==> config.mk <==
export PLATFORM = sky130hd
export DESIGN_NAME = instr_fetch_unit
export DESIGN_NICKNAME = d
export VERILOG_FILES = /design/src/rtl/instr_fetch_unit.sv
export SDC_FILE = /design/constraint.sdc
export NUM_CORES = 1
export LEC_CHECK = 0
export CAP_MARGIN = 10
export CORE_MARGIN = 2
export CORE_UTILIZATION = 37
export DETAILED_ROUTE_END_ITERATION = 8
export PLACE_DENSITY = 0.88
export SLEW_MARGIN = 10
export SYNTH_ARGS = -nofsm -noshare
export SYNTH_HDL_FRONTEND = slang
export SYNTH_SLANG_ARGS = --single-unit
==> constraint.sdc <==
create_clock -name CLK -period 1.5 [get_ports CLK]
set_input_delay 0.3 -clock CLK [delete_from_list [all_inputs] [get_ports CLK]]
set_output_delay 0.3 -clock CLK [all_outputs]
set_load 0.01 [all_outputs]
==> src/rtl/instr_fetch_unit.sv <==
// Instruction fetch unit: holds the program counter, requests instruction
// words from instruction memory and presents one latched instruction per
// EXEC cycle to the decoder.
//
// Optional feature: define FETCH_COUNT_EN to add the FETCH_COUNT output,
// a free-running count of retired instructions (EXEC->FETCH transitions).
//
// state | meaning
// ------+-------------------------------------------------------------
// FETCH | PC presented to IMEM, read requested; capture if IMEM ready
// WAIT  | IMEM busy, PC held, read still requested until word arrives
// EXEC  | INSTRUCTION valid; PC advances once data memory is not busy
module instr_fetch_unit #(
    parameter logic [31:0] RESET_PC = 32'h0000_0000
) (
    input  logic        CLK,
    input  logic        RESET,
    input  logic [31:0] NEXT_PC,
    input  logic        DMEM_BUSYWAIT,
    input  logic        IMEM_BUSYWAIT,
    input  logic [31:0] IMEM_READDATA,
    output logic [31:0] PC,
    output logic [29:0] IMEM_ADDRESS,
    output logic        IMEM_READ,
    output logic [31:0] INSTRUCTION,
    output logic        INSTR_VALID,
`ifdef FETCH_COUNT_EN
    output logic [31:0] FETCH_COUNT,
`endif
    output logic        STALL
);

    typedef enum logic [1:0] {
        S_FETCH = 2'd0,
        S_WAIT  = 2'd1,
        S_EXEC  = 2'd2
    } state_t;

    // Word-aligned reset vector; the low bits of the parameter are ignored.
    localparam logic [31:0] RESET_PC_ALIGNED = {RESET_PC[31:2], 2'b00};

    state_t      r_state;
    state_t      w_state_next;
    logic [31:0] r_pc;
    logic [31:0] r_instruction;
    logic        r_instr_valid;
    logic        w_capture;
    logic        w_retire;

    // State register; reset always lands in FETCH so the first edge after
    // release starts a fetch at the reset vector.
    always_ff @(posedge CLK or negedge RESET) begin
        if (!RESET) begin
            r_state <= S_FETCH;
        end else begin
            r_state <= w_state_next;
        end
    end

    // Next-state logic plus the capture (IMEM word accepted) and retire
    // (instruction consumed, PC advances) strobes.
    always_comb begin
        w_state_next = r_state;
        w_capture    = 1'b0;
        w_retire     = 1'b0;
        case (r_state)
            S_FETCH: begin
                if (!IMEM_BUSYWAIT) begin
                    w_capture    = 1'b1;
                    w_state_next = S_EXEC;
                end else begin
                    w_state_next = S_WAIT;
                end
            end
            S_WAIT: begin
                if (!IMEM_BUSYWAIT) begin
                    w_capture    = 1'b1;
                    w_state_next = S_EXEC;
                end
            end
            S_EXEC: begin
                if (!DMEM_BUSYWAIT) begin
                    w_retire     = 1'b1;
                    w_state_next = S_FETCH;
                end
            end
            default: begin
                w_state_next = S_FETCH;
            end
        endcase
    end

    // Program counter; only moves when an instruction retires, so it is
    // stable across the whole FETCH/WAIT interval. Low two bits forced to 0.
    always_ff @(posedge CLK or negedge RESET) begin
        if (!RESET) begin
            r_pc <= RESET_PC_ALIGNED;
        end else if (w_retire) begin
            r_pc <= {NEXT_PC[31:2], 2'b00};
        end
    end

    // Instruction latch; holds its word through data-memory stalls.
    always_ff @(posedge CLK or negedge RESET) begin
        if (!RESET) begin
            r_instruction <= 32'h0000_0000;
        end else if (w_capture) begin
            r_instruction <= IMEM_READDATA;
        end
    end

    // Valid flag: set on capture, cleared on retire.
    always_ff @(posedge CLK or negedge RESET) begin
        if (!RESET) begin
            r_instr_valid <= 1'b0;
        end else if (w_capture) begin
            r_instr_valid <= 1'b1;
        end else if (w_retire) begin
            r_instr_valid <= 1'b0;
        end
    end

`ifdef FETCH_COUNT_EN
    logic [31:0] r_fetch_count;

    // Retired-instruction counter; wraps naturally at 2^32.
    always_ff @(posedge CLK or negedge RESET) begin
        if (!RESET) begin
            r_fetch_count <= 32'h0000_0000;
        end else if (w_retire) begin
            r_fetch_count <= r_fetch_count + 32'd1;
        end
    end

    assign FETCH_COUNT = r_fetch_count;
`endif

    // The read request is gated by reset so that asserting reset mid-fetch
    // drops the request immediately, even though the state is already FETCH.
    assign PC           = r_pc;
    assign IMEM_ADDRESS = r_pc[31:2];
    assign IMEM_READ    = RESET & (r_state != S_EXEC);
    assign INSTRUCTION  = r_instruction;
    assign INSTR_VALID  = r_instr_valid;
    assign STALL        = (r_state != S_EXEC) | DMEM_BUSYWAIT;

endmodule
# Yosys cells after proc, flatten, opt, wreduce, memory -nomap -nowiden

Index checks and enable logic that the tools add are counted.

Input port bits: 68
Word-level logic and storage cells: 25
Register bits: 65

Mux-type cells: 10
Eq/ne operators: 5
Bitwise logic cells: 2
Reduce and logical (&&, ||, !) cells: 4

Operator list:

| kind               | count |
|---|---|
| $mux 1             | 6 |
| $mux 2             | 3 |
| $ne 2x2->1 const B | 3 |
| $pmux 2 s3         | 1 |
| $eq 2x1->1 const B | 1 |
| $eq 2x2->1 const B | 1 |
| $logic_not 2->1    | 1 |
| $reduce_and 2->1   | 1 |
| $reduce_bool 2->1  | 1 |
| $reduce_or 2->1    | 1 |
| $and 1x1->1        | 1 |
| $or 1x1->1         | 1 |

# Depth between registers and ports, before layout

Depth after elaboration: 4
Gate-level depth with buffers: 3

# Worst setup path after synthesis

No wires, ideal clock.

Path kind: register to register
From: reg r_state[0]
To: reg r_pc[10] (netlist: PC[10])
Stages on the path, launching flop included: 4
Clock period less this slack: 1305 ps
Arrival time: 1180 ps
Path slack: 195 ps
Buffers on the path: 1
Data required time: 1375 ps
Cells stage by stage: dfrtp_1 > nor3b_4 > buf_6 > mux2_2

Longest elaborated chain between the ends: 2

Ends and longest elaborated chain:

| item                     | line | text |
|---|---|---|
| start: declaration       | 42   | `state_t r_state;` |
| start signal: assignment | 56   | `r_state <= w_state_next;` |
| $eq 2x2->1               | 66   | `case (r_state)` |
| $mux 1                   | 66   |  |
| end signal: assignment   | 99   | `r_pc <= {NEXT_PC[31:2], 2'b00};` |
| end: declaration         | 44   | `logic [31:0] r_pc;` |

Every way passes these cells.
A chain may end at the register's enable or synchronous reset.

# Worst setup path after layout

From: reg r_state[0]
To: out STALL

Longest elaborated chain between the ends: 2

Ends and longest elaborated chain:

| item             | line | text |
|---|---|---|
| $ne 2x2->1       | 145  | `assign STALL = (r_state != S_EXEC) \| DMEM_BUSYWAIT;` |
| $or 1x1->1       | 145  |  |
| end: declaration | 30   | `output logic STALL` |

Every way passes these cells.

==> impl_metrics.tcl <==
set metrics [dict create \
    synth_top_area_share 0.603 \
    violations "setup timing" \
    worstReg2RegEnd "PC[22]" \
    synth_edf_count 0 \
    synth_most_common_cell "dfrtp_1" \
    path_cells "nor3b_4 -> inv_1 -> buf_2" \
    hpwl_um 4740 \
    cts_buffers 9 \
    cp_data_arrival_time_ns 1.20 \
    htree_levels 3 \
    grt_pass1_vias 1944 \
    via_count 1856 \
    drv_slew 0 \
    cp-end-kind "output port" \
    worst_path_largest_cell_delay_ns 0.42 \
    p_total_uw 6300 \
    path_buf_inv 2 \
    post-route-period-util 1.00 \
    antenna_left 0 \
    syn_area_per_cell_um2 15.3 \
    drcViolationCount 0 \
    grtUsageTotal 0.161 \
    synthTopCellsByArea "dfrtp_1, mux2_2, buf_4, buf_6, mux2_1" \
    fp-row-count 31 \
    fmax_mhz 665 \
    core_um2 7140 \
    reg2reg_depth 3 \
    skew_ns 0.00653 \
    wire_per_inst_um 14.7 \
    drtPass1Iterations 4 \
    num_antenna_cells 0 \
    hold_class "in -> async" \
    outcome "finished, violations left" \
    vias_per_cell 4.40 \
    cp_top_family "flip-flops" \
    power_leakage_uw 0.00194 \
    rsz0062_at_grt "true" \
    vdd_drop_max_mv 0.821 \
    gr-total-overflow 0 \
    place.port_buffers 160 \
    ys_types 14 \
    grt_pass1_wl_um 9630 \
    final_layout_size_suffix_gt1_frac 0.269 \
    place_area_um2 4190 \
    synth_area_um2 2700 \
    areaGrowthSynthToFinish_pct 58.7 \
    nets 386 \
    yosys_register_bits 65 \
    setup_ws_ns -0.00459 \
    tightest_slew_ns 0.815 \
    period_minus_slack_ns 1.50 \
    r2r_setup_slack_ns 0.05 \
    cp-startpoint "r_state[0]" \
    place_congestion 0.687 \
    cp.required_ns 1.20 \
    clkSinkCount 65 \
    criticalPathCategory "reg -> out" \
    netlist.top_cell.by_area "dfrtp_1" \
    root_buffer "clkbuf_8" \
    slew_headroom 0.457 \
    cts_tree "yes" \
    initial_core_util 0.378 \
    synth_cells 176 \
    synthTopCellsByCount "dfrtp_1, mux2_2, buf_4" \
    ys_seq_area_frac 0.603 \
    async_reset_ff_frac 1.00 \
    drtIter0Drc 20 \
    final_area_um2 4280 \
    die-area_um2 7990 \
    cpMaxStageDelayCell "dfrtp_1" \
    boundaryPins 165 \
    post-place-ws_ns -0.420 \
    synth_warnings 0 \
    nFillCells 620 \
    crit_fanout 3 \
    grt_max_degree 66 \
    synthFlopType "dfrtp_1" \
    critPathLaunchType "register" \
    holdBufCountCts 0 \
    insertion_delay_ns 0.33 \
    die_x_um 89.4 \
    powerDensity_nw_per_um2 1470 \
    hold_violations 0 \
    die_h_um 89.4 \
    path_clk_slew_ns 0.07 \
    setup_viol 1 \
    drt_wl_total_um 6220 \
    cts_buffer_depth 2 \
    antenna_found_initial 0 \
    cap_violations 0 \
    r2r-start "r_state[0]" \
]
==> power by group <==
part,internal (uW),switching [uW],total (uW)
Combinational,1280,950,2230
Sequential,2240,296,2540
Clock,904,628,1530
==> worst register-to-register path, delay by kind of cell, from the launching register on <==
kind / cells / cell delay (ns)
buf+inv: 1 / 0.28
mux: 1 / 0.38
flops: 1 / 0.42
simple gates: 1 / 0.26
==> cells by family after synthesis <==
logic type	count (synthesis)	share of synthesized area
DFF	65	0.603
muxes	62	0.259
other	1	0.00139
AOI/OAI and AO/OA	3	0.00649
buffers and inverters	39	0.111
and+or+nand+nor	6	0.0190
==> flip-flops by register name (all words and copies together), names as in the netlist <==
name	cells
INSTRUCTION	32
PC	30
r_state	2
INSTR_VALID	1
==> per-stage QoR <==
step,std cells,utilization,hold slack (ns),TNS [ns]
6_report,422,0.600,0.160,-0.00459
5_1_grt,422,0.600,0.246,-0.244
2_1_floorplan,177,-,0.00441,0
4_1_cts,422,0.600,0.191,-0.0334
3_3_place_gp,405,0.587,0.489,-14.71
3_5_place_dp,405,0.587,0.495,-15.63
==> repair_timing <==
action | in CTS | in global routing
gates resized for setup | 103 | 0
setup endpoints to repair | 120 | 21
setup buffers | 1 | 0
endpoints found under the hold margin | 0 | 0
pin swaps | 1 | 0
==> how the worst max path moves through the flow <==
| stage | to | slack (ns) | cells after the start |
|---|---|---|---|
| after CTS | STALL | -0.03 | 3 |
| after detailed placement | PC[22] | -0.42 | 4 |
| after floorplan | PC[10] | 0.20 | 3 |
| after global routing | STALL | -0.07 | 3 |
| final | STALL | -0.005 | 3 |
| after global placement | PC[14] | -0.38 | 4 |
==> per-layer routing <==
metal | share of wire | wire [um] | track usage | vias to the layer above
met2 | 0.51 | 3160 | 0.277 | 103
met5 | 0 | 0 | 0 | -
met1 | 0.37 | 2280 | 0.177 | 896
met3 | 0.11 | 698 | 0.0683 | 8
met4 | 0.012 | 76 | 0.0570 | 0
li1 | - | - | - | 849
==> layout make-up <==
| class | instances | area, um2 | share of cell area |
|---|---|---|---|
| clock inverters | 2 | 35.0 | 0.00818 |
| repair buffers | 168 | 1550 | 0.361 |
| inverters | 1 | 3.75 | 0.000877 |
| flip-flops and latches | 65 | 1630 | 0.380 |
| clock buffers | 14 | 173 | 0.0403 |
| multi-input cells | 73 | 774 | 0.181 |
| well taps | 99 | 124 | 0.0289 |
==> cell usage in the layout (no fill, tap or decap) <==
cell	synthesis	routed
buf_2	0	3
mux2_1	2	2
clkbuf_8	0	12
conb_1	1	2
bufinv_16	0	1
buf_6	3	1
a21oi_1	1	1
inv_1	1	1
nor2_2	1	1
clkbuf_1	0	2
dfrtp_1	65	65
buf_4	35	6
nor3b_4	1	1
a21o_1	1	1
dlygate4sd2_1	0	94
o21ai_0	1	1
mux2_2	60	60
clkdlybuf4s50_1	0	63
clkinv_2	0	1
buf_12	0	1
nor2b_1	3	3
and2b_1	1	1
Note: power is estimated with default switching activity, not from simulation.
